File: src/rtl/tlk2711_link_ctrl.sv
// TLK2711 link sequencer: power-up, comma training, loss-of-sync retrain and orderly shutdown.
// Define TLK2711_PRBS_CHECK_EN to build the PRBS self-test state and its error counter.
//
// state | meaning
// OFF   | device disabled, waiting for start
// PWRUP | device enabled, waiting for the receiver to settle
// TRAIN | transmitting idles, counting consecutive received commas
// UP    | link trained, watching for receive error bursts
// STOP  | draining idles before power-down
// PRBS  | PRBS self-test, counting receive errors
module tlk2711_link_ctrl #(
    parameter int unsigned PWRUP_CYCLES = 8000,
    parameter int unsigned LOCK_COMMAS  = 16,
    parameter int unsigned SYNC_TIMEOUT = 65535,
    parameter int unsigned ERR_LIMIT    = 4
) (
    input  logic        clk,
    input  logic        rst,
    input  logic        i_start,
    input  logic        i_stop,
    input  logic [1:0]  i_mode,
    input  logic        i_rx_comma,
    input  logic        i_rx_err,
    output logic        o_enable,
    output logic        o_lckrefn,
    output logic        o_loopen,
    output logic        o_prbsen,
    output logic        o_testen,
    output logic        o_tx_idle,
    output logic        o_link_up,
    output logic        o_stop_ack,
    output logic        o_sync_timeout,
    output logic [2:0]  o_state,
    output logic [15:0] o_prbs_err_cnt
);

    typedef enum logic [2:0] {
        ST_OFF   = 3'd0,
        ST_PWRUP = 3'd1,
        ST_TRAIN = 3'd2,
        ST_UP    = 3'd3,
        ST_STOP  = 3'd4,
        ST_PRBS  = 3'd5
    } state_t;

    localparam logic [15:0] PWRUP_LOAD = 16'(PWRUP_CYCLES - 1);
    localparam logic [15:0] TMO_LOAD   = 16'(SYNC_TIMEOUT - 1);
    // STOP entry cycle plus 16 drain cycles before the power-down/ack cycle
    localparam logic [15:0] STOP_LOAD  = 16'd16;
    localparam logic [7:0]  LOCK_VAL   = 8'(LOCK_COMMAS);
    localparam logic [3:0]  ERR_VAL    = 4'(ERR_LIMIT);

    state_t      state, state_nxt;
    logic [1:0]  mode, mode_nxt;
    logic [15:0] tmr, tmr_nxt;
    logic [7:0]  comma_cnt, comma_nxt;
    logic [3:0]  err_cnt, err_nxt;
    logic        stop_q;
    logic        ack_nxt, tmo_nxt;
    logic        enable_nxt, loopen_nxt, prbsen_nxt, tx_idle_nxt, link_up_nxt;

    always_comb begin
        state_nxt = state;
        mode_nxt  = mode;
        tmr_nxt   = tmr;
        comma_nxt = comma_cnt;
        err_nxt   = err_cnt;
        ack_nxt   = 1'b0;
        tmo_nxt   = 1'b0;

        if (i_stop && state != ST_OFF && state != ST_STOP) begin
            state_nxt = ST_STOP;
            tmr_nxt   = STOP_LOAD;
        end else begin
            case (state)
                ST_OFF: begin
                    // a held i_stop acknowledges only once
                    if (i_stop) begin
                        ack_nxt = !stop_q;
                    end else if (i_start) begin
                        state_nxt = ST_PWRUP;
                        mode_nxt  = i_mode;
                        tmr_nxt   = PWRUP_LOAD;
                    end
                end
                ST_PWRUP: begin
                    if (tmr == 16'd0) begin
`ifdef TLK2711_PRBS_CHECK_EN
                        if (mode == 2'b10) begin
                            state_nxt = ST_PRBS;
                        end else begin
                            state_nxt = ST_TRAIN;
                            tmr_nxt   = TMO_LOAD;
                            comma_nxt = 8'd0;
                        end
`else
                        state_nxt = ST_TRAIN;
                        tmr_nxt   = TMO_LOAD;
                        comma_nxt = 8'd0;
`endif
                    end else begin
                        tmr_nxt = tmr - 16'd1;
                    end
                end
                ST_TRAIN: begin
                    if (comma_cnt == LOCK_VAL) begin
                        state_nxt = ST_UP;
                        err_nxt   = 4'd0;
                    end else if (tmr == 16'd0) begin
                        tmo_nxt   = 1'b1;
                        tmr_nxt   = TMO_LOAD;
                        comma_nxt = 8'd0;
                    end else begin
                        tmr_nxt   = tmr - 16'd1;
                        comma_nxt = (i_rx_comma && !i_rx_err) ? comma_cnt + 8'd1 : 8'd0;
                    end
                end
                ST_UP: begin
                    if (err_cnt == ERR_VAL) begin
                        state_nxt = ST_TRAIN;
                        tmr_nxt   = TMO_LOAD;
                        comma_nxt = 8'd0;
                    end else begin
                        err_nxt = i_rx_err ? err_cnt + 4'd1 : 4'd0;
                    end
                end
                ST_STOP: begin
                    if (tmr == 16'd0) begin
                        state_nxt = ST_OFF;
                        ack_nxt   = 1'b1;
                    end else begin
                        tmr_nxt = tmr - 16'd1;
                    end
                end
                ST_PRBS: begin
                end
                default: state_nxt = ST_OFF;
            endcase
        end

        // outputs are decoded from the next state so they register together with it
        enable_nxt  = (state_nxt != ST_OFF);
        loopen_nxt  = (state_nxt != ST_OFF) && (mode_nxt == 2'b01);
        tx_idle_nxt = (state_nxt == ST_PWRUP) || (state_nxt == ST_TRAIN) || (state_nxt == ST_STOP);
        link_up_nxt = (state_nxt == ST_UP);
`ifdef TLK2711_PRBS_CHECK_EN
        prbsen_nxt  = (state_nxt == ST_PRBS);
`else
        prbsen_nxt  = 1'b0;
`endif
    end

    always_ff @(posedge clk) begin
        if (rst) begin
            state          <= ST_OFF;
            mode           <= 2'b00;
            tmr            <= 16'd0;
            comma_cnt      <= 8'd0;
            err_cnt        <= 4'd0;
            stop_q         <= 1'b0;
            o_enable       <= 1'b0;
            o_lckrefn      <= 1'b0;
            o_loopen       <= 1'b0;
            o_prbsen       <= 1'b0;
            o_tx_idle      <= 1'b0;
            o_link_up      <= 1'b0;
            o_stop_ack     <= 1'b0;
            o_sync_timeout <= 1'b0;
        end else begin
            state          <= state_nxt;
            mode           <= mode_nxt;
            tmr            <= tmr_nxt;
            comma_cnt      <= comma_nxt;
            err_cnt        <= err_nxt;
            stop_q         <= i_stop;
            o_enable       <= enable_nxt;
            o_lckrefn      <= enable_nxt;
            o_loopen       <= loopen_nxt;
            o_prbsen       <= prbsen_nxt;
            o_tx_idle      <= tx_idle_nxt;
            o_link_up      <= link_up_nxt;
            o_stop_ack     <= ack_nxt;
            o_sync_timeout <= tmo_nxt;
        end
    end

`ifdef TLK2711_PRBS_CHECK_EN
    logic [15:0] prbs_cnt;

    always_ff @(posedge clk) begin
        if (rst) begin
            prbs_cnt <= 16'd0;
        end else if (state == ST_OFF && state_nxt == ST_PWRUP) begin
            prbs_cnt <= 16'd0;
        end else if (state == ST_PRBS && i_rx_err && prbs_cnt != 16'hFFFF) begin
            prbs_cnt <= prbs_cnt + 16'd1;
        end
    end

    assign o_prbs_err_cnt = prbs_cnt;
`else
    assign o_prbs_err_cnt = 16'd0;
`endif

    assign o_testen = 1'b0;
    assign o_state  = state;

endmodule

File: config.mk
export PLATFORM = sky130hd
export DESIGN_NAME = tlk2711_link_ctrl
export DESIGN_NICKNAME = d
export VERILOG_FILES = /design/src/rtl/tlk2711_link_ctrl.sv
export SDC_FILE = /design/constraint.sdc
export NUM_CORES = 1
export LEC_CHECK = 0
export BUFFER_PORTS_ARGS = -buffer_cell sky130_fd_sc_hd__buf_2
export CAP_MARGIN = 25
export CORE_AREA = 8 8 92 94
export DETAILED_ROUTE_END_ITERATION = 10
export DIE_AREA = 0 0 100 102
export SETUP_SLACK_MARGIN = 0.05
export SLEW_MARGIN = 0
export SYNTH_ARGS = -nofsm -noshare
export SYNTH_HDL_FRONTEND = slang
export SYNTH_SLANG_ARGS = --single-unit
File: constraint.sdc
create_clock -name clk -period 2.65 [get_ports clk]
set_input_delay 0.53 -clock clk [delete_from_list [all_inputs] [get_ports clk]]
set_output_delay 0.53 -clock clk [all_outputs]
set_load 0.01 [all_outputs]
---- Word-level counts from Yosys, hierarchy flattened ----
Cells that the tools add are included.
operators by class
  multiplexer cells ....................... 33
  add/subtract/negate cells ............... 3
  equality and inequality tests ........... 26
  reductions and logical operators ........ 22
  bitwise operators ....................... 2
operator list
  cell                     number
  $mux W16                 6
  $pmux W16 S5             1
  $mux W8                  5
  $pmux W8 S3              1
  $mux W3                  7
  $ne A3 B3 Y1 const B     6
  $pmux W3 S6              1
  $logic_not A16 Y1        1
  $ne A2 B2 Y1 const B     8
  $sub A16 B1 Y16 const B  1
  $eq A3 B2 Y1 const B     4
  $mux W4                  3
  $reduce_and A6 Y1        2
  $eq A3 B3 Y1 const B     3
  $reduce_bool A3 Y1       3
  $add A8 B1 Y8 const B    1
  $eq A8 B5 Y1 const B     1
  $mux W2                  4
  $pmux W4 S2              1
  $eq A3 B1 Y1 const B     2
  $reduce_bool A6 Y1       1
  $mux W5                  1
  $reduce_and A5 Y1        1
  $reduce_bool A5 Y1       1
  other kinds (14)         21
storage, ports and cells
  input port bits ......................... 8
  bits in registers ....................... 40

---- Depth between registers and ports, before layout ----
Gate-level depths: netlist of the first run.
  depth after elaboration ................. 7
  depth in mapped cells ................... 9

---- Least setup slack after synthesis of the first run ----
Ideal clock, no wire load.
  path kind ............................... register to register
  start point ............................. reg tmr[5]
  end point ............................... reg tmr[14]
  period minus slack after synthesis ...... 2485 ps
  arrival ................................. 2368 ps
  buffers on the path ..................... 1
  setup slack ............................. 165 ps
  cell stages (with the launch flop) ...... 8
  setup time .............................. 117 ps
  data required time ...................... 2533 ps
  path through ............................ dfxtp_1 -> or3_1 -> buf_2 -> or3_4 -> or4_4 -> or4_4 -> o2bb2ai_1 -> a22o_1
on the way
  longest elaborated chain between the ends .. 4
ends and longest elaborated chain
  element                                               RTL line  RTL
  start: declaration                                    55        logic [15:0] tmr, tmr_nxt;
  start signal: assignment                              172       tmr <= tmr_nxt;
  $sub A16 B1 Y16 or $logic_not A16 Y1 (tied branches)  n/a
  $mux W16                                              87, 109
  $mux W16                                              106       if (comma_cnt == LOCK_VAL) begin
  $pmux W16 S5                                          75        case (state)
Several ways; a longest one is shown, not always the timed one. The select of a mux whose other input is x is not followed.
A chain may end at the register's enable or synchronous reset.

==> results.json, run 1 <==
{
  "power.density_nw_per_um2": 580,
  "max-slew-margin-rel_pct": 65.0,
  "ant_nets": 0,
  "final_cell_mix": "40 x dfxtp_1, 28 x nor2_1, 23 x buf_4, 22 x a21oi_1, 18 x conb_1",
  "gr-total-overflow": 0,
  "synth_edf_count": 0,
  "grt_pass1_wl_um": 10000,
  "cts_hold_buf": 0,
  "drt-wirelength-per-cell_um": 14.3,
  "ys_ff_latch": 40,
  "post_dp_cell_area_um2": 2620,
  "io_buffers": 17,
  "die_area_um2": 10200,
  "synth_top_area_share_pct": 33.5,
  "grt_pass1_vias": 2092,
  "syn_inst": 298,
  "timing.rr.start": "tmr[12]",
  "max_slew.worst_pin.slew_ps": 525,
  "io_pins": 36,
  "start_util_pct": 33.8,
  "cp.required_ps": 2850,
  "rows": 31,
  "cts_root_buffer": "clkbuf_8",
  "fin_util_pct": 39.3,
  "ys.flop_type": "dfxtp_1",
  "crit_buf_inv": 0,
  "routed_via_density": 5.18,
  "drive_gt1_share_pct": 19.8,
  "setup_viol": 0,
  "ys_warn_count": 0,
  "die_h_um": 102,
  "status": "completed",
  "r2r_end": "err_cnt[3]",
  "final_area_um2": 2780,
  "crit_arrival_ps": 2720,
  "drt_iter0_markers": 104,
  "max_freq_mhz": 397,
  "holdWs_ps": 497,
  "htreeDepth": 2,
  "synth_cell_types": 57,
  "synthArstFlopShare_pct": 0,
  "path_class": "register to register",
  "insertion_delay_ps": 300,
  "area_growth_syn_to_layout_pct": 16.2,
  "synth.area.top_cells": "dfxtp_1 34%, buf_4 6.0%, a21oi_1 5.0%",
  "post-route-period-util_pct": 95.2,
  "critical-path-slowest-cell": "or4_1",
  "peakVddDrop_uv": 391,
  "start_kind": "register",
  "setup_tns_ps": 0,
  "synth_area_per_cell_um2": 8.02,
  "synth_top_area_cell": "dfxtp_1",
  "worstSetupPathDepth": 6,
  "wl_um": 6130,
  "die_x_um": 100,
  "cp-end-kind": "register",
  "r2r_slack_ps": 130,
  "cts_buffer_depth": 2,
  "fp.coreArea_um2": 7060,
  "power.leakage_nw": 1.16,
  "max_stage_delay_ps": 650,
  "cp_cell_sequence": "or4_1 -> or4_4 -> o21ai_1 -> o211a_1 -> nor2_1 -> a211o_1",
  "antenna_found_initial": 0,
  "reg2regPathDepth": 6,
  "cts_tree": "built",
  "hold_path_class": "input port to register",
  "yosysSeqAreaShare_pct": 33.5,
  "rsz0062_at_grt": "no",
  "cts.clk_slew.worst_paths_ps": 80,
  "fin_nets": 341,
  "numClockSinks": 40,
  "drc": 0,
  "gp_congestion": 0.903,
  "hold_viol": 0,
  "dr.pass1.iters": 4,
  "crit_family": "simple AND/OR/NAND/NOR gates",
  "min_to": "mode[1]",
  "crit_fanout": 6,
  "layout_commonest_cell": "dfxtp_1",
  "dp_hpwl_um": 4530,
  "num_vias": 2210,
  "drv_slew": 0,
  "power.total_w": 0.00161,
  "cap_viol_max_count": 0,
  "grt_max_degree": 24,
  "hp-start": "i_mode[1]",
  "skew_ps": 5.82,
  "min_path_cells": 3,
  "cts_made_buffers": 5,
  "period_needed_ps": 2520,
  "antenna_cells": 0,
  "syn-cell-area_um2": 2390,
  "grt_util_all_layers_pct": 12.1
}
[stage by stage]
stage | std cells | worst slack, ps
after global placement | 417 | 172
after CTS | 425 | 103
final | 427 | 129
after global routing | 427 | 45.8
after detailed placement | 417 | 116
after floorplan | 315 | 165
[worst max path at each step]
| stage | from | to | slack [ps] |
|---|---|---|---|
| floorplan | tmr[5] | tmr[14] | 170 |
| global placement | tmr[0] | err_cnt[3] | 170 |
| detailed placement | tmr[0] | err_cnt[3] | 120 |
| CTS | tmr[0] | err_cnt[3] | 100 |
| global route | tmr[12] | comma_cnt[5] | 50 |
| finish | tmr[12] | err_cnt[3] | 130 |
[synth_stat cells, types with 2 or more instances]
| cell | number |
|---|---|
| a22o_1 | 4 |
| mux2i_1 | 4 |
| nor3_1 | 15 |
| a21oi_1 | 24 |
| or2_2 | 2 |
| ha_1 | 6 |
| o311ai_0 | 2 |
| a311oi_1 | 5 |
| clkbuf_1 | 14 |
| xor2_1 | 5 |
| and3_1 | 3 |
| or4b_1 | 2 |
| a21o_1 | 3 |
| nand2b_1 | 6 |
| or4b_2 | 2 |
| o21ai_1 | 6 |
| or3_1 | 5 |
| o2bb2ai_1 | 3 |
| or4_1 | 6 |
| a31oi_1 | 3 |
| o31ai_1 | 3 |
| nand4b_1 | 2 |
| nor4_1 | 4 |
| nor2_1 | 28 |
| buf_2 | 2 |
| a211oi_1 | 6 |
| buf_4 | 19 |
| o21ai_0 | 12 |
| a21boi_0 | 2 |
| nand2_1 | 15 |
| nor2b_1 | 2 |
| inv_1 | 14 |
| a211o_1 | 3 |
| dfxtp_1 | 40 |
| nand3_1 | 3 |
| or4_4 | 2 |
[timing repair]
| item | in CTS | in global routing |
|---|---|---|
| gates resized for setup | 0 | 6 |
| buffers inserted | 0 | 1 |
| setup endpoints to repair | 0 | 12 |
[state kept, by name, indices dropped and copies added (netlist names)]
signal	cells
o_lckrefn	1
tmr	16
comma_cnt	8
o_loopen	1
o_sync_timeout	1
o_link_up	1
stop_q	1
o_tx_idle	1
o_state	3
mode	2
err_cnt	4
o_stop_ack	1
[per-layer routing]
layer	vias to the layer above	routed length, um	share of wire [%]	track usage (%)
met3	7	272	4.4	2.59
met2	58	2800	46	19.5
met4	0	78	1.3	4.65
li1	1110	-	-	-
met5	-	0	0	0
met1	1035	2970	49	15.4
[worst min-delay path, cell delays in order]
cell	delay (ps)
buf_2	80
mux2i_1	70
nor2_1	80
[where the power goes]
group / leakage [nW] / total [W] / switching (W) / internal, W
Combinational: 0.789 / 0.000467 / 0.000270 / 0.000197
Clock: 0.0434 / 0.000444 / 0.000233 / 0.000211
Sequential: 0.326 / 0.000700 / 0.0000549 / 0.000645
[layout make-up]
type	count	area, um2
multi-input cells	224	1430
clock buffers	6	82.6
clock inverters	2	15.0
well taps	99	124
flip-flops and latches	40	801
inverters	15	56.3
repair buffers	41	270
fillers	757	4280
[cells by family after synthesis]
family / synth area share, %
multiplexers: 1.68
adder cells (fa/ha/maj): 3.14
other: 0.157
buffers and inverters: 11.1
flip-flops: 33.5
XOR/XNOR: 1.83
AO/OA/AOI/OAI: 24.4
AND/OR/NAND/NOR: 24.2
Power figures use the tool's default switching activity.
==> inputs of run 2 (changes only) <==
- GPL_ROUTABILITY_DRIVEN: default -> 0
- MAX_ROUTING_LAYER: default -> met4
==> run 2 against run 1 <==
  * Maximum frequency is 0.52% lower
  * Hold slack barely moved
  * Core utilization down 0.12 points
  * Clock skew is essentially flat
  * Sequential share of layout area rose by 0.091 points
  * Non-clock buffer count is the same
  * Sequential power about the same
  * Register-to-register slack about the same
  * Power down 0.16%
  * Critical endpoint unchanged
  * Largest cell class unchanged
==> results.json, run 2 (synthesized netlist as in run 1, its figures left out) <==
{
  "status": "completed",
  "drv_slew": 0,
  "hold_path_class": "input port to register",
  "dp_hpwl_um": 4530,
  "fin_nets": 341,
  "skew_ps": 5.48,
  "cts_root_buffer": "clkbuf_8",
  "crit_fanout": 6,
  "start_util_pct": 33.8,
  "drc": 0,
  "cp-end-kind": "register",
  "cts_tree": "built",
  "path_class": "register to register",
  "crit_buf_inv": 0,
  "area_growth_syn_to_layout_pct": 15.8,
  "grt_pass1_wl_um": 10000,
  "max_freq_mhz": 395,
  "num_vias": 2203,
  "cts.clk_slew.worst_paths_ps": 80,
  "cts_made_buffers": 5,
  "drt_iter0_markers": 144,
  "final_cell_mix": "40 x dfxtp_1, 28 x nor2_1, 23 x buf_4, 22 x a21oi_1, 18 x conb_1",
  "fp.coreArea_um2": 7060,
  "io_buffers": 17,
  "gr-total-overflow": 0,
  "post-route-period-util_pct": 95.7,
  "cap_viol_max_count": 0,
  "drt-wirelength-per-cell_um": 14.4,
  "hold_viol": 0,
  "io_pins": 36,
  "rsz0062_at_grt": "no",
  "grt_max_degree": 24,
  "grt_util_all_layers_pct": 12.5,
  "period_needed_ps": 2530,
  "power.density_nw_per_um2": 581,
  "insertion_delay_ps": 300,
  "die_x_um": 100,
  "antenna_cells": 0,
  "die_h_um": 102,
  "wl_um": 6160,
  "numClockSinks": 40,
  "grt_pass1_vias": 2096,
  "max_slew.worst_pin.slew_ps": 531,
  "drive_gt1_share_pct": 19.8,
  "setup_viol": 0,
  "cp.required_ps": 2840,
  "max_stage_delay_ps": 650,
  "largest_reg_flops": 16,
  "htreeDepth": 2,
  "power.leakage_nw": 1.16,
  "antenna_found_initial": 0,
  "routed_via_density": 5.16,
  "regMostFlops": "tmr",
  "crit_arrival_ps": 2730,
  "peakVddDrop_uv": 388,
  "biggestRegsByFlops": "tmr: 16 flops, comma_cnt: 8 flops, err_cnt: 4 flops",
  "cts_buffer_depth": 2,
  "layout_commonest_cell": "dfxtp_1",
  "critical-path-slowest-cell": "or4_1",
  "setup_tns_ps": 0,
  "die_area_um2": 10200,
  "rows": 31,
  "crit_family": "simple AND/OR/NAND/NOR gates",
  "ant_nets": 0,
  "dr.pass1.iters": 4,
  "power.total_w": 0.00161,
  "max-slew-margin-rel_pct": 64.6,
  "start_kind": "register",
  "cp_cell_sequence": "or4_1 -> or4_4 -> o21ai_1 -> o211a_1 -> nor2_1 -> a211o_1"
}
==> run 2: cell counts in the layout (fill, tap and decap cells not counted) <==
Identical to the previous run, type by type.
==> run 2: final timing paths <==
kind	startpoint	slack, ps	cells past startpoint	to
max	tmr[12]	120	6	err_cnt[3]
min reg2reg	comma_cnt[7]	500	2	comma_cnt[7]
max reg2reg	tmr[12]	120	6	err_cnt[3]
min	i_mode[1]	500	3	mode[1]
==> run 2: metrics by stage <==
| stage | setup WS, ps | util (%) | std cells | hold slack, ps | cell area [um2] |
|---|---|---|---|---|---|
| after floorplan | 165 | - | 315 | 449 | 2450 |
| after global placement | 172 | 37.2 | 417 | 471 | 2620 |
| after detailed placement | 116 | 37.2 | 417 | 485 | 2620 |
| after CTS | 103 | 38.6 | 425 | 490 | 2720 |
| after global routing | 46.4 | 39.2 | 427 | 524 | 2770 |
| final | 115 | 39.2 | 427 | 497 | 2770 |
==> run 2: cell type report <==
type / count / area, um2
clock buffer: 6 / 82.6
clock inverter: 2 / 15.0
fill: 760 / 4290
inverter: 15 / 56.3
multi-input combinational: 224 / 1420
sequential: 40 / 801
tap: 99 / 124
timing repair buffer: 41 / 270
==> run 2: power breakdown <==
group	leakage [nW]	switching [W]	internal (W)
combinational	0.789	0.000269	0.000197
clock	0.0434	0.000231	0.000211
sequential	0.326	0.0000551	0.000645
total	1.16	0.000555	0.00105
==> run 2: layer usage <==
layer  part of all wire (%)  routed length, um  global-route usage (%)
met1                     49               3000                    15.7
met4                    1.3                 80                    4.65
met5                      0                  0                       -
met2                     45               2770                    19.4
met3                    5.0                310                    2.52
==> run 2: worst register-to-register path, delay by kind of cell (launching register included) <==
kind             cells  cell delay [ps]
AO/OA/AOI/OAI        3              740
AND/OR/NAND/NOR      3             1350
flip-flops           1              350
==> run 2: what timing repair did <==
action / CTS / global route
buffers inserted: 0 / 1
endpoints found under the setup margin: 0 / 11
resized for setup: 0 / 5
hold buffers: 0 / 0
